## config.mk

```make
export PLATFORM = sky130hd
export DESIGN_NAME = uart_rx
export DESIGN_NICKNAME = d
export VERILOG_FILES = /design/src/rtl/uart_rx.sv
export SDC_FILE = /design/constraint.sdc
export NUM_CORES = 1
export LEC_CHECK = 0
export ABC_AREA = 1
export BUFFER_PORTS_ARGS = -buffer_cell sky130_fd_sc_hd__clkbuf_2
export CORE_MARGIN = 1
export CORE_UTILIZATION = 45
export DETAILED_ROUTE_END_ITERATION = 8
export GPL_TIMING_DRIVEN = 0
export SLEW_MARGIN = 15
export SYNTH_ARGS = -nofsm -noshare
export SYNTH_HDL_FRONTEND = slang
export SYNTH_SLANG_ARGS = --single-unit
```

## constraint.sdc

```tcl
create_clock -name iClk -period 1.5 [get_ports iClk]
set_input_delay 0.3 -clock iClk [delete_from_list [all_inputs] [get_ports iClk]]
set_output_delay 0.3 -clock iClk [all_outputs]
set_load 0.02 [all_outputs]
```

## src/rtl/uart_rx.sv

```systemverilog
// Purpose : 16x-oversampled UART receiver. It uses a 2-FF input synchronizer, a 3-sample
//           majority vote per bit, start-glitch rejection, and framing-error detection.
// Latency : about 9.5 bit-times from the start-bit falling edge to oValid, plus 2-3 iClk
//           cycles of synchronizer delay.
// Backpr. : none. oValid/oFrameErr are one-cycle pulses, and oData holds the last word.
// Ports   : iClk/iRst (asynchronous, active-low) clock and reset; iTick16x is the
//           oversampling strobe; iRx is the async serial line (idle high); oData is the
//           last received word; oValid marks a good frame; oFrameErr marks a low stop bit;
//           oBusy is high when the FSM is not idle.
module uart_rx #(
    parameter int DATA_BITS  = 8,
    parameter int OVERSAMPLE = 16
) (
    input  logic                 iClk,
    input  logic                 iRst,
    input  logic                 iTick16x,
    input  logic                 iRx,
    output logic [DATA_BITS-1:0] oData,
    output logic                 oValid,
    output logic                 oFrameErr,
    output logic                 oBusy
);
    localparam int TW = $clog2(OVERSAMPLE);
    localparam int BW = $clog2(DATA_BITS + 1);

    // Tick counts where the three vote samples are taken, and the bit-boundary count.
    localparam logic [TW-1:0] C_S0   = TW'(OVERSAMPLE / 2 - 1);
    localparam logic [TW-1:0] C_S1   = TW'(OVERSAMPLE / 2);
    localparam logic [TW-1:0] C_S2   = TW'(OVERSAMPLE / 2 + 1);
    localparam logic [TW-1:0] C_LAST = TW'(OVERSAMPLE - 1);
    localparam logic [BW-1:0] B_LAST = BW'(DATA_BITS - 1);

    typedef enum logic [2:0] {
        S_IDLE,
        S_START,
        S_DATA,
        S_STOP,
        S_BREAK
    } state_t;

    state_t               r_state, w_state_nxt;
    logic [TW-1:0]        r_tick_cnt, w_tick_nxt;
    logic [BW-1:0]        r_bit_cnt, w_bit_nxt;
    logic [DATA_BITS-1:0] r_shift, w_shift_nxt;
    logic [DATA_BITS-1:0] r_data, w_data_nxt;
    logic                 r_s0, w_s0_nxt;
    logic                 r_s1, w_s1_nxt;
    logic                 r_valid, w_valid_nxt;
    logic                 r_ferr, w_ferr_nxt;
    logic                 r_rx_meta, r_rx_sync;
    logic                 w_rxs;
    logic                 w_vote;

    // The synchronizer resets to 1 so that a reset release never looks like a start edge.
    always_ff @(posedge iClk or negedge iRst) begin
        if (!iRst) begin
            r_rx_meta <= 1'b1;
            r_rx_sync <= 1'b1;
        end else begin
            r_rx_meta <= iRx;
            r_rx_sync <= r_rx_meta;
        end
    end

    assign w_rxs = r_rx_sync;

    // The third sample is the live synchronized value at the decision tick.
    assign w_vote = (r_s0 & r_s1) | (r_s0 & w_rxs) | (r_s1 & w_rxs);

    always_ff @(posedge iClk or negedge iRst) begin
        if (!iRst) begin
            r_state    <= S_IDLE;
            r_tick_cnt <= '0;
            r_bit_cnt  <= '0;
            r_shift    <= '0;
            r_data     <= '0;
            r_s0       <= 1'b1;
            r_s1       <= 1'b1;
            r_valid    <= 1'b0;
            r_ferr     <= 1'b0;
        end else begin
            r_state    <= w_state_nxt;
            r_tick_cnt <= w_tick_nxt;
            r_bit_cnt  <= w_bit_nxt;
            r_shift    <= w_shift_nxt;
            r_data     <= w_data_nxt;
            r_s0       <= w_s0_nxt;
            r_s1       <= w_s1_nxt;
            r_valid    <= w_valid_nxt;
            r_ferr     <= w_ferr_nxt;
        end
    end

    always_comb begin
        w_state_nxt = r_state;
        w_tick_nxt  = r_tick_cnt;
        w_bit_nxt   = r_bit_cnt;
        w_shift_nxt = r_shift;
        w_data_nxt  = r_data;
        w_s0_nxt    = r_s0;
        w_s1_nxt    = r_s1;
        // Pulses default low, so they clear on the next clock even without a tick.
        w_valid_nxt = 1'b0;
        w_ferr_nxt  = 1'b0;

        if (iTick16x) begin
            if (r_tick_cnt == C_S0) w_s0_nxt = w_rxs;
            if (r_tick_cnt == C_S1) w_s1_nxt = w_rxs;

            case (r_state)
                S_IDLE: begin
                    if (!w_rxs) begin
                        w_state_nxt = S_START;
                        w_tick_nxt  = '0;
                    end
                end
                S_START: begin
                    w_tick_nxt = r_tick_cnt + 1'b1;
                    if (r_tick_cnt == C_S2 && w_vote) begin
                        // The line went high again before mid-bit, so treat it as noise.
                        w_state_nxt = S_IDLE;
                        w_tick_nxt  = '0;
                    end else if (r_tick_cnt == C_LAST) begin
                        w_state_nxt = S_DATA;
                        w_tick_nxt  = '0;
                        w_bit_nxt   = '0;
                    end
                end
                S_DATA: begin
                    w_tick_nxt = r_tick_cnt + 1'b1;
                    if (r_tick_cnt == C_S2) begin
                        w_shift_nxt = {w_vote, r_shift[DATA_BITS-1:1]};
                    end
                    if (r_tick_cnt == C_LAST) begin
                        w_tick_nxt = '0;
                        w_bit_nxt  = r_bit_cnt + 1'b1;
                        if (r_bit_cnt == B_LAST) w_state_nxt = S_STOP;
                    end
                end
                S_STOP: begin
                    w_tick_nxt = r_tick_cnt + 1'b1;
                    if (r_tick_cnt == C_S2) begin
                        w_data_nxt = r_shift;
                        w_tick_nxt = '0;
                        // Leave at mid-stop-bit so that the next start edge is not missed.
                        if (w_vote) begin
                            w_valid_nxt = 1'b1;
                            w_state_nxt = S_IDLE;
                        end else begin
                            w_ferr_nxt  = 1'b1;
                            w_state_nxt = S_BREAK;
                        end
                    end
                end
                S_BREAK: begin
                    // Wait for the line to return high, so a held-low line cannot retrigger.
                    if (w_rxs) w_state_nxt = S_IDLE;
                end
                default: begin
                    w_state_nxt = S_IDLE;
                    w_tick_nxt  = '0;
                end
            endcase
        end
    end

    assign oData     = r_data;
    assign oValid    = r_valid;
    assign oFrameErr = r_ferr;
    assign oBusy     = (r_state != S_IDLE);

endmodule

```

==> impl_metrics.csv <==
group,metric,value,unit
final_layout,final_cells,278,
timing,rsz0062_at_grt,"true",
detailed_routing,routed_wl,3.461,mm
die,pin_count,15,
placed_design,dp_hpwl,2.342,mm
critical_path,crit_arrival,1.64,ns
die,rows,21,
clock_tree,clockRootBuffer,"clkbuf_8",
global_route,grt_pass1_wl,6.044,mm
global_route,grt_use_met1,26.17,%
timing,hold_violations,0,
synthesis,syn-num-nets,211,
critical_path,worstRegToRegCells,9,
timing,timing.fmax,677.9,MHz
critical_path,critical_path.startpoint,"r_tick_cnt[0]",
job,drv_cap,0,
pwr,p_per_area,1184,mW/mm^2
outcome,status,"completed",
critical_path,path_delay_family,"simple AND/OR/NAND/NOR gates",
pwr,vdd_ir_drop_max,0.6864,mV
pwr,p_switching,0.7331,mW
detailed_routing,drc,0,
clock_tree,htree_levels,2,
synthesis,syn_area,0.001684,sq mm
clock_tree,cts_buffers,5,
global_route,grt_antenna_before_repair,0,
clock_tree,clkSlewWorstSetupHoldPaths,0.07,ns
die,core-area,0.003468,sq mm
timing,maxSlewHeadroom,46.32,%
detailed_routing,detail-route-antenna-nets,0,
detailed_routing,post_drt_wl_per_cell,12.45,microns
pwr,leakagePower,1.068,nW
global_route,met3_usage,5.435,%
placed_design,place_area,0.001812,sq mm
timing,worst_pin_slew,0.8052,ns
timing,fin_worst_skew,0.003873,ns
clock_tree,cts-hold-fix-buffers,0,
timing,fin_tns_setup,0,ns
critical_path,endpoint_kind,"flop",
synthesis,synth_top_area_share,43.09,%
pwr,p_sw_share,29.99,%
placed_design,port_buffers,14,
die,start_util,48.56,%
synthesis,synthesis.instances,203,
critical_path,worst_path_max_delay_cell,"dfrtp_2",
synthesis,syn-mean-instance-area,8.296,sq um
min_path,hold_class,"primary input to asynchronous set/reset pin",
critical_path,cp_max_fo,8,
critical_path,r2r-start,"r_tick_cnt[0]",
critical_path,worst-path-buf-inv,1,
critical_path,crit_cells,9,
pwr,pwr-share-clk,35.0,%
global_route,grt_max_degree,34,
synthesis,ys.warnings.count,0,
synthesis,ys_top_cells_by_area,"dfrtp_1 43%, nand2_1 17%, dfstp_2 6.2%",
timing,setup_viol,0,
final_layout,layout-drive-gt1-share,34.48,%
global_route,grt_pass1_vias,1343,
final_layout,syn2layout_area_growth,22.59,%
final_layout,fillers,332,
die,dieHeight,63.18,microns
final_layout,finish.utilization,59.52,%
placed_design,dp_cells,263,
final_layout,nets,239,
pwr,internal-power,1.711,mW
pwr,power_frac_seq,42.1,%
pwr,p_total,2.444,mW
clock_tree,clockBufferDepth,2,
die,die_w,63.18,microns
timing,fin_crit_sh,98.34,%
timing,fin_crit,1.475,ns
critical_path,start_kind,"flop",
detailed_routing,dr.pass1.iters,4,
detailed_routing,viasPerCell,4.899,
synthesis,ys_types,28,
global_route,grtUsageTotal,19.64,%
detailed_routing,dr.first_iter.drc_count,44,
synthesis,ys_ff_latch,33,
clock_tree,clkLatencyLatePin,0.28,ns
pwr,p_comb_share,22.9,%
timing,slew_viol_final,0,
final_layout,final_area,0.002064,sq mm
critical_path,worstPathRequired,1.67,ns
clock_tree,cts_sinks,33,
critical_path,path_cells,"ha_4 > nand3_4 > inv_1 > nand2_2 > nand2_2 > nand2_4 > nand3_4 > nand2_1 > o21ai_1",
final_layout,n_antenna_cell,0,
die,dieArea,0.003991,sq mm
critical_path,slowest_delay,0.47,ns
clock_tree,cts_tree,"done",
critical_path,path_class,"flop to flop",
synthesis,ys_seq_area_share,49.33,%
synthesis,synth_largest_area_cell,"dfrtp_1",
global_route,globalRoute.totalOverflow,0,
detailed_routing,vias,1362,
placed_design,gp_congestion,0.8763,
global_route,busiest_layer,"met2",
global_route,use_met2,31.05,%
-- sequential cells by signal, summed over array words and instances (netlist names) --
name        cells
r_rx_meta       1
oValid          1
oData           8
r_tick_cnt      4
oFrameErr       1
r_rx_sync       1
r_shift         8
r_s1            1
r_bit_cnt       4
r_s0            1
r_state         3
-- area by class of cell --
class	instances	area [sq um]	share of cell area [%]
Multi-Input combinational cell	144	827.0	40.06
Clock inverter	1	30.03	1.455
Buffer	1	5.005	0.2424
Timing Repair Buffer	22	130.1	6.303
Inverter	24	92.59	4.485
Tap cell	46	57.56	2.788
Sequential cell	33	835.8	40.48
Clock buffer	7	86.33	4.182
-- per-stage QoR --
stage	hold WS, ns	worst slack (ns)
CTS	0.08587	-0.002110
floorplan	0.004409	0.07913
detailed placement	0.3473	-0.1062
finish	0.09799	0.02485
global route	0.08591	-0.05367
global placement	0.3459	-0.06096
-- Yosys cell counts --
cell type,number
buf_2,1
buf_6,1
dfrtp_1,29
dfstp_2,4
ha_1,4
inv_1,16
inv_2,7
inv_4,1
nand2_1,76
nand2_2,6
nand3_1,13
nand3_2,1
nand3_4,1
nand4_1,5
nor2_1,8
nor2_2,4
nor2_4,1
nor2_8,1
nor3_2,1
nor3_4,1
o21a_1,1
o21ai_0,3
o21ai_1,10
o21ai_2,3
or2_1,1
or2_2,2
xnor2_1,1
xor2_1,1
-- layout by cell type (no fill, tap or decap), types with 2 or more instances in the layout --
cell type,netlist,routed
clkbuf_2,0,14
nor2_1,8,7
inv_1,16,14
o21ai_2,3,3
nand3_1,13,12
o21ai_0,3,3
buf_4,0,8
inv_2,7,9
ha_1,4,2
o21ai_1,10,10
nand4_1,5,5
nor2_2,4,3
dfrtp_2,0,4
nand2_2,6,8
nor2_4,1,3
dfrtp_1,29,25
nand3_4,1,2
nand2_4,0,5
clkbuf_8,0,6
dfstp_2,4,4
nand2_1,76,69
or2_2,2,2
-- power by group through the flow --
stage	Combinational, mW	Clock, mW	Sequential [mW]
after CTS	0.489	0.882	1.01
final	0.559	0.855	1.03
after global placement	0.402	0	1.02
after floorplan	0.307	0	1.01
after global routing	0.615	0.921	1.04
after detailed placement	0.411	0	1.03
-- per-layer routing --
| metal | vias up | share of wire [%] |
|---|---|---|
| li1 | 693 | - |
| met1 | 636 | 48 |
| met2 | 27 | 48 |
| met3 | 6 | 3.5 |
| met4 | 0 | 1.4 |
| met5 | - | 0 |
-- final timing paths --
| path | endpoint | slack, ns |
|---|---|---|
| worst max-delay path | r_bit_cnt[2] | 0.02 |
| worst min-delay path | oFrameErr | 0.1 |
| worst max register to register | r_bit_cnt[2] | 0.02 |
| worst min register to register | r_rx_sync | 0.36 |
| max in group asynchronous | r_state[2] | 0.85 |
| min in group iClk | r_rx_meta | 0.10 |
-- logic make-up (layout without fill, tap and decap cells) --
group,count (synthesis),after routing,synth area share (%)
fa+ha+maj,4,4,2.972
xor+xnor,2,2,1.040
compound gates,17,17,5.870
simple gates,121,121,34.32
buf+inv,26,55,6.464
flops,33,33,49.33
-- timing repair --
item	CTS	global route
setup buffers	4	4
setup endpoints to repair	26	28
resized for setup	7	19
pin swaps	4	14
No activity file was read; power rests on OpenSTA's default activity.
